<file path="src/rtl/debug_pkg.sv">
// debug_pkg: shared opcodes, bus register addresses and FSM encoding for the debug slave
package debug_pkg;

    localparam logic [3:0] OP_HALT   = 4'd0;
    localparam logic [3:0] OP_RUN    = 4'd1;
    localparam logic [3:0] OP_STEP   = 4'd2;
    localparam logic [3:0] OP_RD_REG = 4'd3;
    localparam logic [3:0] OP_WR_REG = 4'd4;
    localparam logic [3:0] OP_RD_MEM = 4'd5;
    localparam logic [3:0] OP_WR_MEM = 4'd6;

    localparam logic [1:0] A_CMD   = 2'd0;
    localparam logic [1:0] A_ADDR  = 2'd1;
    localparam logic [1:0] A_WDATA = 2'd2;
    localparam logic [1:0] A_RDATA = 2'd3;

    localparam logic [3:0] S_IDLE      = 4'd0;
    localparam logic [3:0] S_HALT      = 4'd1;
    localparam logic [3:0] S_STEP_FALL = 4'd2;
    localparam logic [3:0] S_STEP_RISE = 4'd3;
    localparam logic [3:0] S_REG_WAIT  = 4'd4;
    localparam logic [3:0] S_REG_CAP   = 4'd5;
    localparam logic [3:0] S_MEM       = 4'd6;
    localparam logic [3:0] S_ACK       = 4'd7;

    function automatic logic needs_stop(input logic [3:0] op);
        return op >= OP_RD_REG && op <= OP_WR_MEM;
    endfunction

endpackage

</file>
<file path="src/rtl/debug_step_timer.sv">
// debug_step_timer: loadable down-counter that flags expiry when it reaches zero
module debug_step_timer
    import debug_pkg::*;
#(
    parameter int WIDTH = 11
) (
    input  logic             clk,
    input  logic             rst_n,
    input  logic             load,
    input  logic [WIDTH-1:0] load_val,
    output logic             expired
);

    logic [WIDTH-1:0] cnt;

    // reload on request, otherwise count down and park at zero
    always_ff @(posedge clk) begin
        if (!rst_n)
            cnt <= '0;
        else if (load)
            cnt <= load_val;
        else if (cnt != '0)
            cnt <= cnt - WIDTH'(1);
    end

    assign expired = cnt == '0;

endmodule

</file>
<file path="src/rtl/debug_slave.sv">
// debug_slave: debug bus endpoint executing run-control, register and memory commands on the core
module debug_slave
    import debug_pkg::*;
#(
    parameter int unsigned STEP_TIMEOUT = 1024
) (
    input  logic        clk,
    input  logic        rst_n,
    input  logic [1:0]  dbg_addr,
    input  logic [31:0] dbg_din,
    input  logic        dbg_wr_en,
    input  logic        dbg_req,
    output logic [31:0] dbg_dout,
    output logic        dbg_ack,
    output logic        cpu_halt,
    input  logic        cpu_stopped,
    output logic        cpu_run,
    output logic        cpu_step,
    output logic [3:0]  reg_sel,
    output logic        reg_wr_en,
    output logic [31:0] reg_wr_val,
    input  logic [31:0] reg_rd_val,
    output logic [31:0] mem_addr,
    output logic [31:0] mem_wr_data,
    output logic        mem_wr_en,
    output logic        mem_req,
    input  logic        mem_ack,
    input  logic [31:0] mem_rd_data
);

    localparam int TW = $clog2(STEP_TIMEOUT + 1);

    logic [3:0]  state;
    logic [31:0] address, wdata, rdata, rd_mux;
    logic        step_timeout, step_expired, accept;
    logic [3:0]  op;

    assign op      = dbg_din[3:0];
    assign accept  = state == S_IDLE && dbg_req && dbg_wr_en && dbg_addr == A_CMD;
    assign dbg_ack = state == S_ACK;
    assign rd_mux  = dbg_addr == A_CMD   ? {28'b0, 2'b0, step_timeout, cpu_stopped} :
                     dbg_addr == A_ADDR  ? address :
                     dbg_addr == A_WDATA ? wdata : rdata;

    debug_step_timer #(.WIDTH(TW)) u_timer (
        .clk      (clk),
        .rst_n    (rst_n),
        .load     (accept && op == OP_STEP),
        .load_val (TW'(STEP_TIMEOUT)),
        .expired  (step_expired)
    );

    // bus register writes only happen outside a command request
    always_ff @(posedge clk) begin
        if (!rst_n) begin
            address <= '0;
            wdata   <= '0;
        end else if (dbg_wr_en && !dbg_req) begin
            if (dbg_addr == A_ADDR)
                address <= dbg_din;
            if (dbg_addr == A_WDATA)
                wdata <= dbg_din;
        end
    end

    // registered read-back of the selected bus register
    always_ff @(posedge clk) begin
        if (!rst_n)
            dbg_dout <= '0;
        else
            dbg_dout <= rd_mux;
    end

    // command sequencer: dispatch on accept, wait on core/memory, then hold ack until req drops
    always_ff @(posedge clk) begin
        if (!rst_n) begin
            state        <= S_IDLE;
            rdata        <= '0;
            step_timeout <= 1'b0;
            cpu_halt     <= 1'b0;
            cpu_run      <= 1'b0;
            cpu_step     <= 1'b0;
            reg_sel      <= '0;
            reg_wr_en    <= 1'b0;
            reg_wr_val   <= '0;
            mem_addr     <= '0;
            mem_wr_data  <= '0;
            mem_wr_en    <= 1'b0;
            mem_req      <= 1'b0;
        end else begin
            cpu_run   <= 1'b0;
            cpu_step  <= 1'b0;
            reg_wr_en <= 1'b0;
            case (state)
                S_IDLE: if (accept) begin
                    step_timeout <= 1'b0;
                    if (op == OP_HALT) begin
                        cpu_halt <= 1'b1;
                        state    <= S_HALT;
                    end else if (op == OP_RUN) begin
                        cpu_halt <= 1'b0;
                        cpu_run  <= 1'b1;
                        state    <= S_ACK;
                    end else if (op == OP_STEP) begin
                        cpu_halt <= 1'b0;
                        cpu_step <= 1'b1;
                        state    <= S_STEP_FALL;
                    end else if (!needs_stop(op) || !cpu_stopped) begin
                        state <= S_ACK;
                    end else if (op == OP_RD_REG) begin
                        reg_sel <= address[3:0];
                        state   <= S_REG_WAIT;
                    end else if (op == OP_WR_REG) begin
                        reg_sel    <= address[3:0];
                        reg_wr_val <= wdata;
                        reg_wr_en  <= 1'b1;
                        state      <= S_ACK;
                    end else begin
                        mem_addr    <= address;
                        mem_wr_data <= wdata;
                        mem_wr_en   <= op == OP_WR_MEM;
                        mem_req     <= 1'b1;
                        state       <= S_MEM;
                    end
                end
                S_HALT: if (cpu_stopped) state <= S_ACK;
                S_STEP_FALL: if (step_expired) begin
                    step_timeout <= 1'b1;
                    state        <= S_ACK;
                end else if (!cpu_stopped) begin
                    state <= S_STEP_RISE;
                end
                S_STEP_RISE: if (cpu_stopped) begin
                    state <= S_ACK;
                end else if (step_expired) begin
                    step_timeout <= 1'b1;
                    state        <= S_ACK;
                end
                S_REG_WAIT: state <= S_REG_CAP;
                S_REG_CAP: begin
                    rdata <= reg_rd_val;
                    state <= S_ACK;
                end
                S_MEM: if (mem_ack) begin
                    mem_req   <= 1'b0;
                    mem_wr_en <= 1'b0;
                    if (!mem_wr_en)
                        rdata <= mem_rd_data;
                    state <= S_ACK;
                end
                S_ACK: if (!dbg_req) state <= S_IDLE;
                default: state <= S_IDLE;
            endcase
        end
    end

endmodule

</file>
<file path="config.mk">
export PLATFORM = sky130hd
export DESIGN_NAME = debug_slave
export DESIGN_NICKNAME = d
export VERILOG_FILES = /design/src/rtl/debug_pkg.sv /design/src/rtl/debug_step_timer.sv /design/src/rtl/debug_slave.sv
export SDC_FILE = /design/constraint.sdc
export NUM_CORES = 1
export LEC_CHECK = 0
export ABC_AREA = 1
export CAP_MARGIN = 20
export CORE_MARGIN = 1
export CORE_UTILIZATION = 30
export DETAILED_ROUTE_END_ITERATION = 7
export PLACE_DENSITY = 0.57
export SLEW_MARGIN = 20
export SYNTH_ARGS = -nofsm -noshare
export SYNTH_HDL_FRONTEND = slang
export SYNTH_HIERARCHICAL = 1
export SYNTH_SLANG_ARGS = --single-unit
</file>
<file path="constraint.sdc">
create_clock -name clk -period 3.7 [get_ports clk]
set_input_delay 0.555 -clock clk [delete_from_list [all_inputs] [get_ports clk]]
set_output_delay 0.555 -clock clk [all_outputs]
set_load 0.1 [all_outputs]
</file>
# [Word level (Yosys, flattened, before mapping)]
# Cells that the tools add are included.
[totals] reg_bits=250 input_bits=104 wordCells=147
[op_classes] n_mux=52 n_eq_ne=28 n_reduce_logical=36 n_lt_le_gt_ge=2 n_bitwise=9 n_addsub=1
[ops] operator="$mux 32" count=4
[ops] operator="$pmux 32 s2" count=1
[ops] operator="$mux 4" count=10
[ops] operator="$pmux 4 s8" count=1
[ops] operator="$mux 1" count=25
[ops] operator="$eq 4x3->1 const B" count=6
[ops] operator="$ne 2x2->1 const B" count=12
[ops] operator="$mux 11" count=2
[ops] operator="$eq 4x2->1 const B" count=4
[ops] operator="$reduce_and 8->1" count=2
[ops] operator="$logic_not 11->1" count=1
[ops] operator="$reduce_bool 11->1" count=1
[ops] operator="$sub 11x1->11 const B" count=1
[ops] operator="$mux 3" count=3
[ops] operator="$not 1->1" count=9
[ops] operator="$reduce_and 3->1" count=3
[ops] operator="$reduce_and 9->1" count=1
[ops] operator="$eq 4x1->1 const B" count=2
[ops] operator="$logic_not 4->1" count=2
[ops] operator="$reduce_bool 2->1" count=4
[ops] operator="$reduce_or 8->1" count=1
[ops] operator="$reduce_and 7->1" count=1
[ops] operator="$logic_and 1x1->1" count=6
[ops] operator="$mux 2" count=3
[ops] operator="other kinds (16)" count=23

# [Longest topological paths before layout]
[depth] ltp_word=10 ltp_mapped=13

# [By module]
# Netlist, hierarchy kept.
[by_module_without_submodules] module="debug_slave" cells_each=1312 instances=1 area_per_inst_um2=9511.6
[by_module_without_submodules] module="debug_step_timer" cells_each=118 instances=1 area_per_inst_um2=743.2

# [Least setup slack after synthesis]
# Ideal clock, no wire load.
[synth_timing] path_kind="flip-flop to flip-flop" start="register state[2]" end="register state[0]" required_ns=3.630 stages_incl_launch_ff=7 synth_period_minus_slack_ns=2.535 arrival_time_ns=2.464 setup_ns=0.070 setup_slack_ns=1.165 cell_sequence="dfxtp_1 > nand2_1 > nor2_1 > nand2_1 > nand2_1 > nand2_1 > a21oi_1"
[synth_between] word_cells_on_any_way=19 classes_between="13 x eq/ne; 1 x mux; 5 x reduce/logical"
[synth_rtl] element="start: declaration" line_no="debug_slave.sv:33" rtl="logic [3:0] state;"
[synth_rtl] element="start signal: assignment" line_no="debug_slave.sv:77" rtl="state <= S_IDLE;"
[synth_rtl] element="start signal: assignment" line_no="debug_slave.sv:99" rtl="state <= S_HALT;"
[synth_rtl] element="start signal: assignment" line_no="debug_slave.sv:103" rtl="state <= S_ACK;"
[synth_rtl] element="$eq 4x3->1 (*)"
[synth_rtl] element="via dbg_ack" line_no="debug_slave.sv:14" rtl="output logic dbg_ack,"
[synth_rtl] element="$ne 2x2->1 (no line)"
[synth_rtl] element="$reduce_and 6->1 (no line)"
# The timed path passes the listed nets; every way through them passes the cells marked *.
# A chain may end at the register's enable or synchronous reset.

# [Worst setup path after layout]
[layout_timing] start="register mem_wr_data[19]" end="output port mem_wr_data[19]"
[layout_rtl] element="start: declaration" line_no="debug_slave.sv:24" rtl="output logic [31:0] mem_wr_data,"
[layout_rtl] element="start signal: assignment" line_no="debug_slave.sv:120" rtl="mem_wr_data <= wdata;"
# No word-level cell between the ends.

==> metrics.md <==
| Metric | Value |
|---|---|
| Final net count | `1748` |
| Total GRT Usage | `0.1809` |
| Area delta synth->final | `37.38%` |
| Clock power share | `0.394` |
| Rows | `67` |
| Clock transition at path regs | `0.06 ns` |
| Core Region | `33620 sq um` |
| CTS buffer count | `28` |
| Arrival time worst endpoint | `2.11 ns` |
| Chip height | `186.9 um` |
| Final Wtd Congestion | `0.7871` |
| Vias in the first global route | `9055` |
| Fraction of final layout cells sized beyond drive strength 1 | `0.06066` |
| Seq. cell area | `4985 sq um` |
| Comb power frac | `0.210` |
| Cells taking the most area after synthesis | `dfxtp_1, o21ai_0, nor2_1, nand2_1, inv_1` |
| Crit start category | `flop` |
| Leak | `5.618 nW` |
| Total power | `7.697 mW` |
| Largest net degree at the start of global routing | `95` |
| Cts hold-fix bufs | `0` |
| Critical Path, Cell by Cell | `clkdlybuf4s50_1` |
| Total I/O pin count | `243` |
| Sequential power share | `0.396` |
| Max Fanout on Critical Path | `2` |
| Post-CTS setup repair buffer count | `0` |
| Yosys warnings | `6` |
| Sink Count | `249` |
| Max-cap violations | `0` |
| GR Overflow Total | `0` |
| Cell count after synthesis | `1430` |
| Async SR Flop Fraction | `0` |
| Setup violations, final | `0` |
| Top-area cell type share of the netlist area | `0.4861` |
| P per Cell Area | `546.3 nW/um^2` |
| Synthesized area | `10250 sq um` |
| Initial antenna violation count | `1` |
| Period utilization | `0.7202` |
| DRT Wirelength | `32180 um` |
| Worst skew pair latency | `0.55 ns` |
| Hold Crit Class | `flop to flop` |
| Post-cts gate resize count | `0` |
| Slew @ Worst Pin | `1.134 ns` |
| Crit path required time | `3.14 ns` |
| RSZ-0062 raised after global routing | `false` |
| Yosys reg bits | `249` |
| Clk_skew | `0.01754 ns` |
| Max rail drop VDD | `0.3511 mV` |
| Antenna Cells | `0` |
| Clk buf depth | `3` |
| Die width | `186.9 um` |
| Worst Hold Depth | `2` |
| Starting DRT DRC Count | `605` |
| Setup TNS | `0 ns` |
| DR vias | `9645` |
| Largest delay share family, worst path | `buffers and inverters` |
| FF-to-FF path depth | `7` |
| Multi-input gate area | `4343 sq um` |
| CP Buf/Inv Count | `1` |
| Mapped Avg Cell Area | `7.171 sq um` |
| Post-Layout Cell Count | `2113` |
| Main flop type after synthesis | `dfxtp_1` |
| DRT Pass-1 Iters | `5` |
| Crit. End Element | `output port` |
| Area leader, netlist | `dfxtp_1` |
| Die area | `34930 sq um` |
| CTS tree | `built` |
| Max incr delay on CP | `1.16 ns` |
| Final hold slack | `0.4437 ns` |
| CP Depth | `1` |
| Crit-path slowest cell | `clkdlybuf4s50_1` |
| Final Critical Period | `2.665 ns` |
| Fill cells | `3481` |
| P_int | `5.306 mW` |
| DPL Wire Length | `21330 um` |
| Pins over their slew limit | `0` |
| H-tree levels | `1` |
| Vias per cell | `4.565` |
| Seq/Total Area, Yosys | `0.4861` |
| Sw Ratio | `0.3106` |
| Max transition margin | `0.2415` |
| PortBufs | `242` |
| DRC viols | `0` |
| First-pass GRT wire length | `50150 um` |
| Number of synthesized flops with an enable pin | `0` |
| Distinct cells, synth | `37` |
| Dpl cells | `2061` |
| Maximum achievable frequency | `0.3753 GHz` |
| CTS Root Cell | `clkbuf_16` |
| Synth cell count leaders | `nor2_1, dfxtp_1, o21ai_0` |
| ANT nets after route | `0` |
| Hold Vio Cnt, Final | `0` |
| Wire per inst | `15.23 um` |
| Cell with the most instances after synthesis | `nor2_1` |
| Net Switching | `2.391 mW` |
| Kind of critical path | `flop to output port` |
| Initial Util | `0.3051` |
| Status | `finished clean` |
[cell usage in the layout, fill, tap and decap left out, types with 2 or more instances in the layout]
cell type          n
a21oi_1          113
a21oi_2            6
buf_12             2
buf_4             16
bufinv_16          4
clkbuf_1           3
clkbuf_16         28
clkbuf_8          10
clkdlybuf4s50_1  240
clkinv_2           3
clkinvlp_4         2
conb_1            11
dfxtp_1          249
inv_1            154
inv_2              7
nand2_1          201
nand2_2            5
nand2_4            3
nand3_1           20
nand4_1            3
nor2_1           287
nor2_2             2
nor2_4             6
nor3_1             6
nor4_1             2
o21a_1            32
o21ai_0          230
o21ai_1            6
[logic make-up (layout without fill, tap and decap cells)]
logic type | after synthesis | after routing | synth area share
AOI/OAI and AO/OA | 390 | 390 | 0.2011
xor gates and xnor gates | 2 | 2 | 0.001708
adders and majority gates | 1 | 1 | 0.001220
buffers and inverters | 246 | 472 | 0.09578
DFF | 249 | 249 | 0.4861
muxes | 1 | 1 | 0.0009761
other | 2 | 11 | 0.0007323
and+or+nand+nor | 539 | 539 | 0.2124
[power by group through the flow]
stage / sequential, mW / combinational, mW / clock [mW]
floorplan: 3.37 / 0.890 / 0
detailed placement: 3.10 / 1.62 / 0
CTS: 3.05 / 1.63 / 3.10
global placement: 3.10 / 1.60 / 0
global route: 3.07 / 1.81 / 3.21
finish: 3.05 / 1.62 / 3.03
[flip-flops by register name, summed over array words and instances, names as in the netlist, 3 cells and up]
register,flops
address,32
rdata,32
state,3
u_timer/cnt,11
reg_sel,4
reg_wr_val,32
mem_wr_data,32
mem_addr,32
wdata,32
dbg_dout,32
[through the flow]
| stage | utilization | cell area, sq um | worst slack (ns) |
|---|---|---|---|
| floorplan | - | 10290 | 1.165 |
| CTS | 0.4191 | 14090 | 1.008 |
| finish | 0.4191 | 14090 | 1.035 |
| global route | 0.4191 | 14090 | 0.9753 |
| detailed placement | 0.3886 | 13060 | 0.8025 |
| global placement | 0.3886 | 13060 | 0.8525 |
[metal layers]
metal | track usage | share of wire | vias up
li1 | - | - | 4949
met1 | 0.2403 | 0.46 | 4356
met2 | 0.3028 | 0.46 | 289
met3 | 0.03058 | 0.061 | 49
met4 | 0.04729 | 0.019 | 2
met5 | 0 | 0.00034 | -
[worst register-to-register path, cell delays in order (launching register included)]
cell and delay (ns):
dfxtp_1 0.39, nand2_1 0.16, nor2_4 0.04, buf_4 0.29, nand2_1 0.21, nand4_4 0.69
o21ai_0 0.49, a21oi_1 0.07
[final timing paths]
path                    from         endpoint  slack [ns]
max          mem_wr_data[19]  mem_wr_data[19]        1.04
min               reg_sel[3]       reg_sel[3]        0.44
max reg2reg         state[2]         rdata[5]        1.22
min reg2reg       reg_sel[3]       reg_sel[3]        0.44
[area by class of cell]
type / count / area share
tap: 448 / 0.03979
sequential: 249 / 0.3538
clock buffer: 41 / 0.06030
clock inverter: 11 / 0.01243
multi-input combinational: 944 / 0.3083
inverter: 162 / 0.04352
timing repair buffer: 258 / 0.1819
Note: power is estimated with default switching activity, not from simulation.
